==> config.mk <==
export PLATFORM = sky130hd
export DESIGN_NAME = mem_port_arbiter
export DESIGN_NICKNAME = d
export VERILOG_FILES = /design/src/rtl/mem_port_arbiter.sv
export SDC_FILE = /design/constraint.sdc
export NUM_CORES = 1
export LEC_CHECK = 0
export ABC_CLOCK_PERIOD_IN_PS = 5400
export BUFFER_PORTS_ARGS = -buffer_cell sky130_fd_sc_hd__buf_2
export CORE_ASPECT_RATIO = 2
export CORE_MARGIN = 2
export CORE_UTILIZATION = 42
export DETAILED_ROUTE_END_ITERATION = 10
export GPL_TIMING_DRIVEN = 1
export PLACE_DENSITY = 0.76
export SYNTH_ARGS = -nofsm -noshare
export SYNTH_HDL_FRONTEND = slang
export SYNTH_SLANG_ARGS = --single-unit
export TNS_END_PERCENT = 100
==> constraint.sdc <==
create_clock -name clk -period 5.4 [get_ports clk]
set_input_delay 1.62 -clock clk [delete_from_list [all_inputs] [get_ports clk]]
set_output_delay 1.62 -clock clk [all_outputs]
set_load 0.03 [all_outputs]
==> src/rtl/mem_port_arbiter.sv <==
// Single-ported memory bus arbiter shared by the fetch and MEM stages.
// One transaction at a time; data has priority, bounded by a fetch-starvation limit.
module mem_port_arbiter #(
    parameter int STARVE_LIMIT = 4,
    parameter int WAIT_LIMIT   = 15
) (
    input  logic        clk,
    input  logic        rst,
    input  logic        if_req,
    input  logic [31:0] if_addr,
    input  logic        if_flush,
    output logic [31:0] if_rdata,
    output logic        if_done,
    output logic        if_stall,
    input  logic        d_req,
    input  logic        d_we,
    input  logic [3:0]  d_wstrb,
    input  logic [31:0] d_addr,
    input  logic [31:0] d_wdata,
    output logic [31:0] d_rdata,
    output logic        d_done,
    output logic        d_stall,
    output logic        bus_err,
    output logic        mem_valid,
    output logic        mem_we,
    output logic [3:0]  mem_wstrb,
    output logic [31:0] mem_addr,
    output logic [31:0] mem_wdata,
    input  logic        mem_ready,
    input  logic [31:0] mem_rdata
);

    localparam int SW = $clog2(STARVE_LIMIT + 1);
    localparam int WW = $clog2(WAIT_LIMIT + 1);

    typedef enum logic [1:0] {IDLE, IF_BUSY, D_BUSY} state_e;

    state_e        state_q;
    logic [SW-1:0] starve_q;
    logic [WW-1:0] wait_q;
    logic          flush_q;
    logic          mem_valid_q, mem_we_q;
    logic [3:0]    mem_wstrb_q;
    logic [31:0]   mem_addr_q, mem_wdata_q, if_rdata_q, d_rdata_q;
    logic          if_done_q, d_done_q, bus_err_q;

    logic          fetch_win, gap, timeout, flushed;
    logic [WW-1:0] wait_d;
    logic [SW-1:0] starve_d;

    assign fetch_win = if_req && (!d_req || starve_q == SW'(STARVE_LIMIT));
    // The done cycle is a recovery cycle: the requester still shows its old request.
    assign gap       = if_done_q | d_done_q;
    assign wait_d    = wait_q + WW'(1);
    assign timeout   = !mem_ready && (wait_d == WW'(WAIT_LIMIT));
    assign flushed   = flush_q | if_flush;
    assign starve_d  = (starve_q == SW'(STARVE_LIMIT)) ? starve_q : starve_q + SW'(1);

    always_ff @(posedge clk or posedge rst) begin
        if (rst) begin
            state_q     <= IDLE;
            starve_q    <= '0;
            wait_q      <= '0;
            flush_q     <= 1'b0;
            mem_valid_q <= 1'b0;
            mem_we_q    <= 1'b0;
            mem_wstrb_q <= '0;
            mem_addr_q  <= '0;
            mem_wdata_q <= '0;
            if_rdata_q  <= '0;
            d_rdata_q   <= '0;
            if_done_q   <= 1'b0;
            d_done_q    <= 1'b0;
            bus_err_q   <= 1'b0;
        end else begin
            if_done_q <= 1'b0;
            d_done_q  <= 1'b0;
            bus_err_q <= 1'b0;
            case (state_q)
                IDLE: begin
                    if (!if_req) starve_q <= '0;
                    if (!gap && (if_req || d_req)) begin
                        mem_valid_q <= 1'b1;
                        wait_q      <= '0;
                        flush_q     <= 1'b0;
                        if (fetch_win) begin
                            state_q     <= IF_BUSY;
                            mem_addr_q  <= if_addr;
                            mem_we_q    <= 1'b0;
                            mem_wstrb_q <= '0;
                            mem_wdata_q <= '0;
                            starve_q    <= '0;
                        end else begin
                            state_q     <= D_BUSY;
                            mem_addr_q  <= d_addr;
                            mem_we_q    <= d_we;
                            mem_wstrb_q <= d_we ? d_wstrb : 4'h0;
                            mem_wdata_q <= d_wdata;
                            if (if_req) starve_q <= starve_d;
                        end
                    end
                end
                IF_BUSY: begin
                    if (mem_ready || timeout) begin
                        state_q     <= IDLE;
                        mem_valid_q <= 1'b0;
                        flush_q     <= 1'b0;
                        bus_err_q   <= !mem_ready;
                        // A flushed fetch still finishes on the bus but its result is dropped.
                        if (!flushed) begin
                            if_done_q  <= 1'b1;
                            if_rdata_q <= mem_ready ? mem_rdata : 32'h0;
                        end
                    end else begin
                        wait_q <= wait_d;
                        if (if_flush) flush_q <= 1'b1;
                    end
                end
                D_BUSY: begin
                    if (mem_ready || timeout) begin
                        state_q     <= IDLE;
                        mem_valid_q <= 1'b0;
                        bus_err_q   <= !mem_ready;
                        d_done_q    <= 1'b1;
                        d_rdata_q   <= mem_ready ? mem_rdata : 32'h0;
                    end else begin
                        wait_q <= wait_d;
                    end
                end
                default: state_q <= IDLE;
            endcase
        end
    end

    assign if_rdata  = if_rdata_q;
    assign if_done   = if_done_q;
    assign if_stall  = if_req & ~if_done_q;
    assign d_rdata   = d_rdata_q;
    assign d_done    = d_done_q;
    assign d_stall   = d_req & ~d_done_q;
    assign bus_err   = bus_err_q;
    assign mem_valid = mem_valid_q;
    assign mem_we    = mem_we_q;
    assign mem_wstrb = mem_wstrb_q;
    assign mem_addr  = mem_addr_q;
    assign mem_wdata = mem_wdata_q;

endmodule

======== Word level (Yosys, flattened, before mapping) ========
Index checks and enable logic that the tools add are counted.
storage, ports and cells
  register bits ........................... 147
  bits in latches ......................... 0
  bits in writable memories ............... 0
  bits in read-only memories .............. 0
  output and inout bits ................... 139
  word-level logic and storage cells ...... 85
  memories ................................ 0
operators by class
  add/subtract/negate cells ............... 2
  multipliers ............................. 0
  divide/modulo/power cells ............... 0
  $lt $le $gt $ge ......................... 0
  eq/ne operators ......................... 9
  shift operators ......................... 0
  muxes and demuxes ....................... 32
  bitwise logic cells ..................... 7
  reduce and logical (&&, ||, !) cells .... 21
operator list
  cell                                                  number
  two-way mux 32 bit                                    3
  two-way mux 4 bit                                     4
  two-way mux 3 bit                                     5
  two-way mux 1 bit                                     13
  AND reduction 3 bit                                   4
  case mux 4 bit (2 select lines)                       1
  AND reduction 2 bit                                   4
  two-way mux 2 bit                                     3
  adder 4 x 1 -> 4 bit (second input constant)          1
  equality test 4 bit (second input constant)           1
  != test 2 bit (second input constant)                 2
  != test 4 bit (second input constant)                 1
  case mux 1 bit (2 select lines)                       2
  case mux 2 bit (2 select lines)                       1
  nonzero test 2 bit                                    2
  adder 3 x 1 -> 3 bit (second input constant)          1
  equality test 3 bit (second input constant)           1
  logical AND 1 bit                                     3
  zero test 1 bit                                       3
  logical OR 1 bit                                      3
  != test 3 bit (second input constant)                 1
  NOT 1 bit                                             3
  bitwise AND 1 bit                                     2
  equality test 2 x 1 -> 1 bit (second input constant)  1
  other kinds (5)                                       6

======== Logic depth before layout (Yosys ltp) ========
  depth after elaboration ................. 6
  depth in mapped cells ................... 8

======== Worst setup path after synthesis ========
Ideal clock, no wire load.
  kind .................................... input port to output port
  start point ............................. in d_req
  end point ............................... out d_stall
  arrival time ............................ 2.075 ns
  path slack .............................. 1.705 ns
  stages on the path ...................... 1
  cells stage by stage .................... nor2b_1
on the way
  cells in the longest elaborated chain, start to end .. 1
ends and longest elaborated chain
  element            line  text
  from (decl)        15    input logic d_req,
  bitwise AND 1 bit  140   assign d_stall = d_req & ~d_done_q;
  to (decl)          22    output logic d_stall,
No other way between the ends.

======== Worst setup path in the final report ========
  start point ............................. in if_req
  end point ............................... out if_stall
on the way
  cells in the longest elaborated chain, start to end .. 1
ends and longest elaborated chain
  element            line  text
  from (decl)        9     input logic if_req,
  bitwise AND 1 bit  137   assign if_stall = if_req & ~if_done_q;
  to (decl)          14    output logic if_stall,
No other way between the ends.

==> results.toml <==
[status]
status = "finished clean"

[placement]
dp_hpwl_mm = 11.2
gp_congestion = 0.862
dp_cells = 945
port_buffers = 277
placed_cell_area_um2 = 7450

[sta]
tns_ps = 0
post-route-min-period_ps = 3690
worst_pin_slew_ps = 1060
maxSlewHeadroom_pct = 29.4
hold_viol_final = 0
finalCritPeriodShare_pct = 68.3
drv_slew = 0
rsz0062_at_grt = "false"
setup_viol = 0
finClkSkew_ps = 14.0
clock.fmax_ghz = 0.271

[cts]
numCtsBuffers = 17
cts_setup_buffers = 0
cts_tree = "yes"
clock-sinks = 147
cts.clk_slew.worst_paths_ps = 60
htreeDepth = 4
hold_buffers = 0
clk_root_buffer_cell = "clkbuf_16"
clk_path_buf_depth = 2
clk-insertion-delay-late_ps = 420
ctsResizeCount = 0

[floorplanning]
fp.dieH_um = 173
initial_core_util_pct = 42.9
boundaryPins = 278
core_region_area_um2 = 13900
die_x_um = 88.3
die-area_um2 = 15200
rows = 61

[synthesis]
synth_fp_nets = 655
syn_area_um2 = 5970
yosysUniqueCellTypes = 42
yosysMostFrequentCell = "dfrtp_1"
synth_edf_count = 0
synth_top_cell_by_area = "dfrtp_1"
synth_flop_cell = "dfrtp_1"
synthArstFlopShare_pct = 100
synth_area_leaders = "dfrtp_1, a22o_1, nand2_1"
yosys_warnings = 0
yosysSeqAreaShare_pct = 61.7
yosysTopAreaCellShare_pct = 61.7
avgSynthCellArea_um2 = 11.7
postSynthCellCount = 509
synth_common_cells = "dfrtp_1, a22o_1, nand2_1"
ys_seq_elements = 147

[final_layout]
post_route_cells_drive_above_1_share_pct = 41.1
stdcell_area_um2 = 8030
instances_no_fill = 978
synthToLayoutAreaGrowth_pct = 34.7
nets = 921
finish.utilization_pct = 57.8

[power]
power_density_nw_per_um2 = 702
total_power_w = 0.00564
irDropWorstVdd_v = 0.000300
p_leak_nw = 4.14

[routing]
wl_per_cell_um = 16.8
vias = 5087
drtIter0Drc = 257
wirelength_mm = 16.4
firstDrtPassIters = 6
viasPerCell = 5.20
ant_nets = 0
drc = 0

[critical_path]
crit_arrival_ps = 2070
crit_type = "input pin to primary output"
start_kind = "input pin"
worstPathMaxFanout = 5
required_ps = 3780
cp-end-kind = "primary output"
r2r_cells = 8

[global_route]
grt_pass1_vias = 5268
track_usage_pct = 21.8
antenna_found_initial = 2
grt_max_degree = 148
globalRouteOverflowTotal = 0
grt_pass1_wl_mm = 25.7

[worst_hold_path]
min_delay_path_depth = 2
hold_class = "register to register"

[job]
drv_cap = 0
==> placed cells by master (no fill, tap or decap), types with 3 or more instances in the layout <==
master	count
ha_1	7
clkinv_4	4
a22o_1	96
clkbuf_16	17
o21ai_0	7
a31oi_1	32
nand2_1	76
and2_1	5
nand3_1	7
buf_2	277
buf_4	7
clkbuf_1	3
nor2b_1	4
clkinvlp_4	3
inv_1	9
nor2_1	38
nand3b_1	3
dfrtp_1	147
a21oi_1	4
==> state kept, by name (all words and copies together) (netlist names) <==
| name | cells |
|---|---|
| mem_wdata | 32 |
| mem_we | 1 |
| starve_q | 3 |
| d_rdata | 32 |
| if_rdata | 32 |
| mem_wstrb | 4 |
| flush_q | 1 |
| wait_q | 4 |
| if_done | 1 |
| mem_valid | 1 |
| state_q | 2 |
| bus_err | 1 |
| d_done | 1 |
| mem_addr | 32 |
==> metrics by stage <==
step / hold slack (ps) / worst slack (ps)
finish: 471 / 1710
global route: 495 / 1670
CTS: 473 / 1710
detailed placement: 457 / 1640
global placement: 460 / 1730
floorplan: 491 / 1700
==> per-layer routing <==
metal  up-vias  track usage [%]  wire, um
met5         -                0        11
met4         2             13.4       866
met3        62             5.68       979
met2       235             36.3      8260
met1      2413             24.0      6330
li1       2375                -         -
==> worst paths after layout <==
kind / start / slack, ps / endpoint
worst min register to register: mem_wstrb[1]$_DFFE_PP0P_ / 470 / mem_wstrb[1]$_DFFE_PP0P_
max in group asynchronous: rst / 3350 / d_rdata[22]$_DFFE_PP0P_
worst max register to register: starve_q[0]$_DFFE_PP0P_ / 2770 / mem_wdata[22]$_DFFE_PP0P_
worst max-delay path: if_req / 1710 / if_stall
min in group asynchronous: rst / 1360 / mem_wdata[13]$_DFFE_PP0P_
worst min-delay path: mem_wstrb[1]$_DFFE_PP0P_ / 470 / mem_wstrb[1]$_DFFE_PP0P_
==> cells by family after synthesis <==
logic type                 Yosys count  share of synthesized area (%)
DFF                                147                           61.7
xor gates and xnor gates             2                          0.294
and+or+nand+nor                    147                           10.8
AOI/OAI and AO/OA                  158                           21.5
adders and majority gates            7                           1.47
buffers and inverters               48                           4.22
==> where the power goes <==
group | leakage, nW | total [W] | internal [W] | switching, W
Sequential | 1.82 | 0.00188 | 0.00161 | 0.000275
Clock | 0.278 | 0.00115 | 0.000695 | 0.000460
Combinational | 2.04 | 0.00261 | 0.000845 | 0.00176
Total | 4.14 | 0.00564 | 0.00315 | 0.00250
==> area by class of cell <==
type / instances / area [um^2]
tap: 189 / 236
antenna: 1 / 2.50
sequential: 147 / 3680
multi-input combinational: 314 / 2040
timing repair buffer: 285 / 1460
fill: 1228 / 5860
clock inverter: 11 / 129
inverter: 10 / 41.3
clock buffer: 21 / 450
==> worst max-delay path, stage by stage <==
cell and delay (ps):
buf_2 120, nor2b_1 130, buf_2 200
Note: power is estimated with default switching activity, not from simulation.
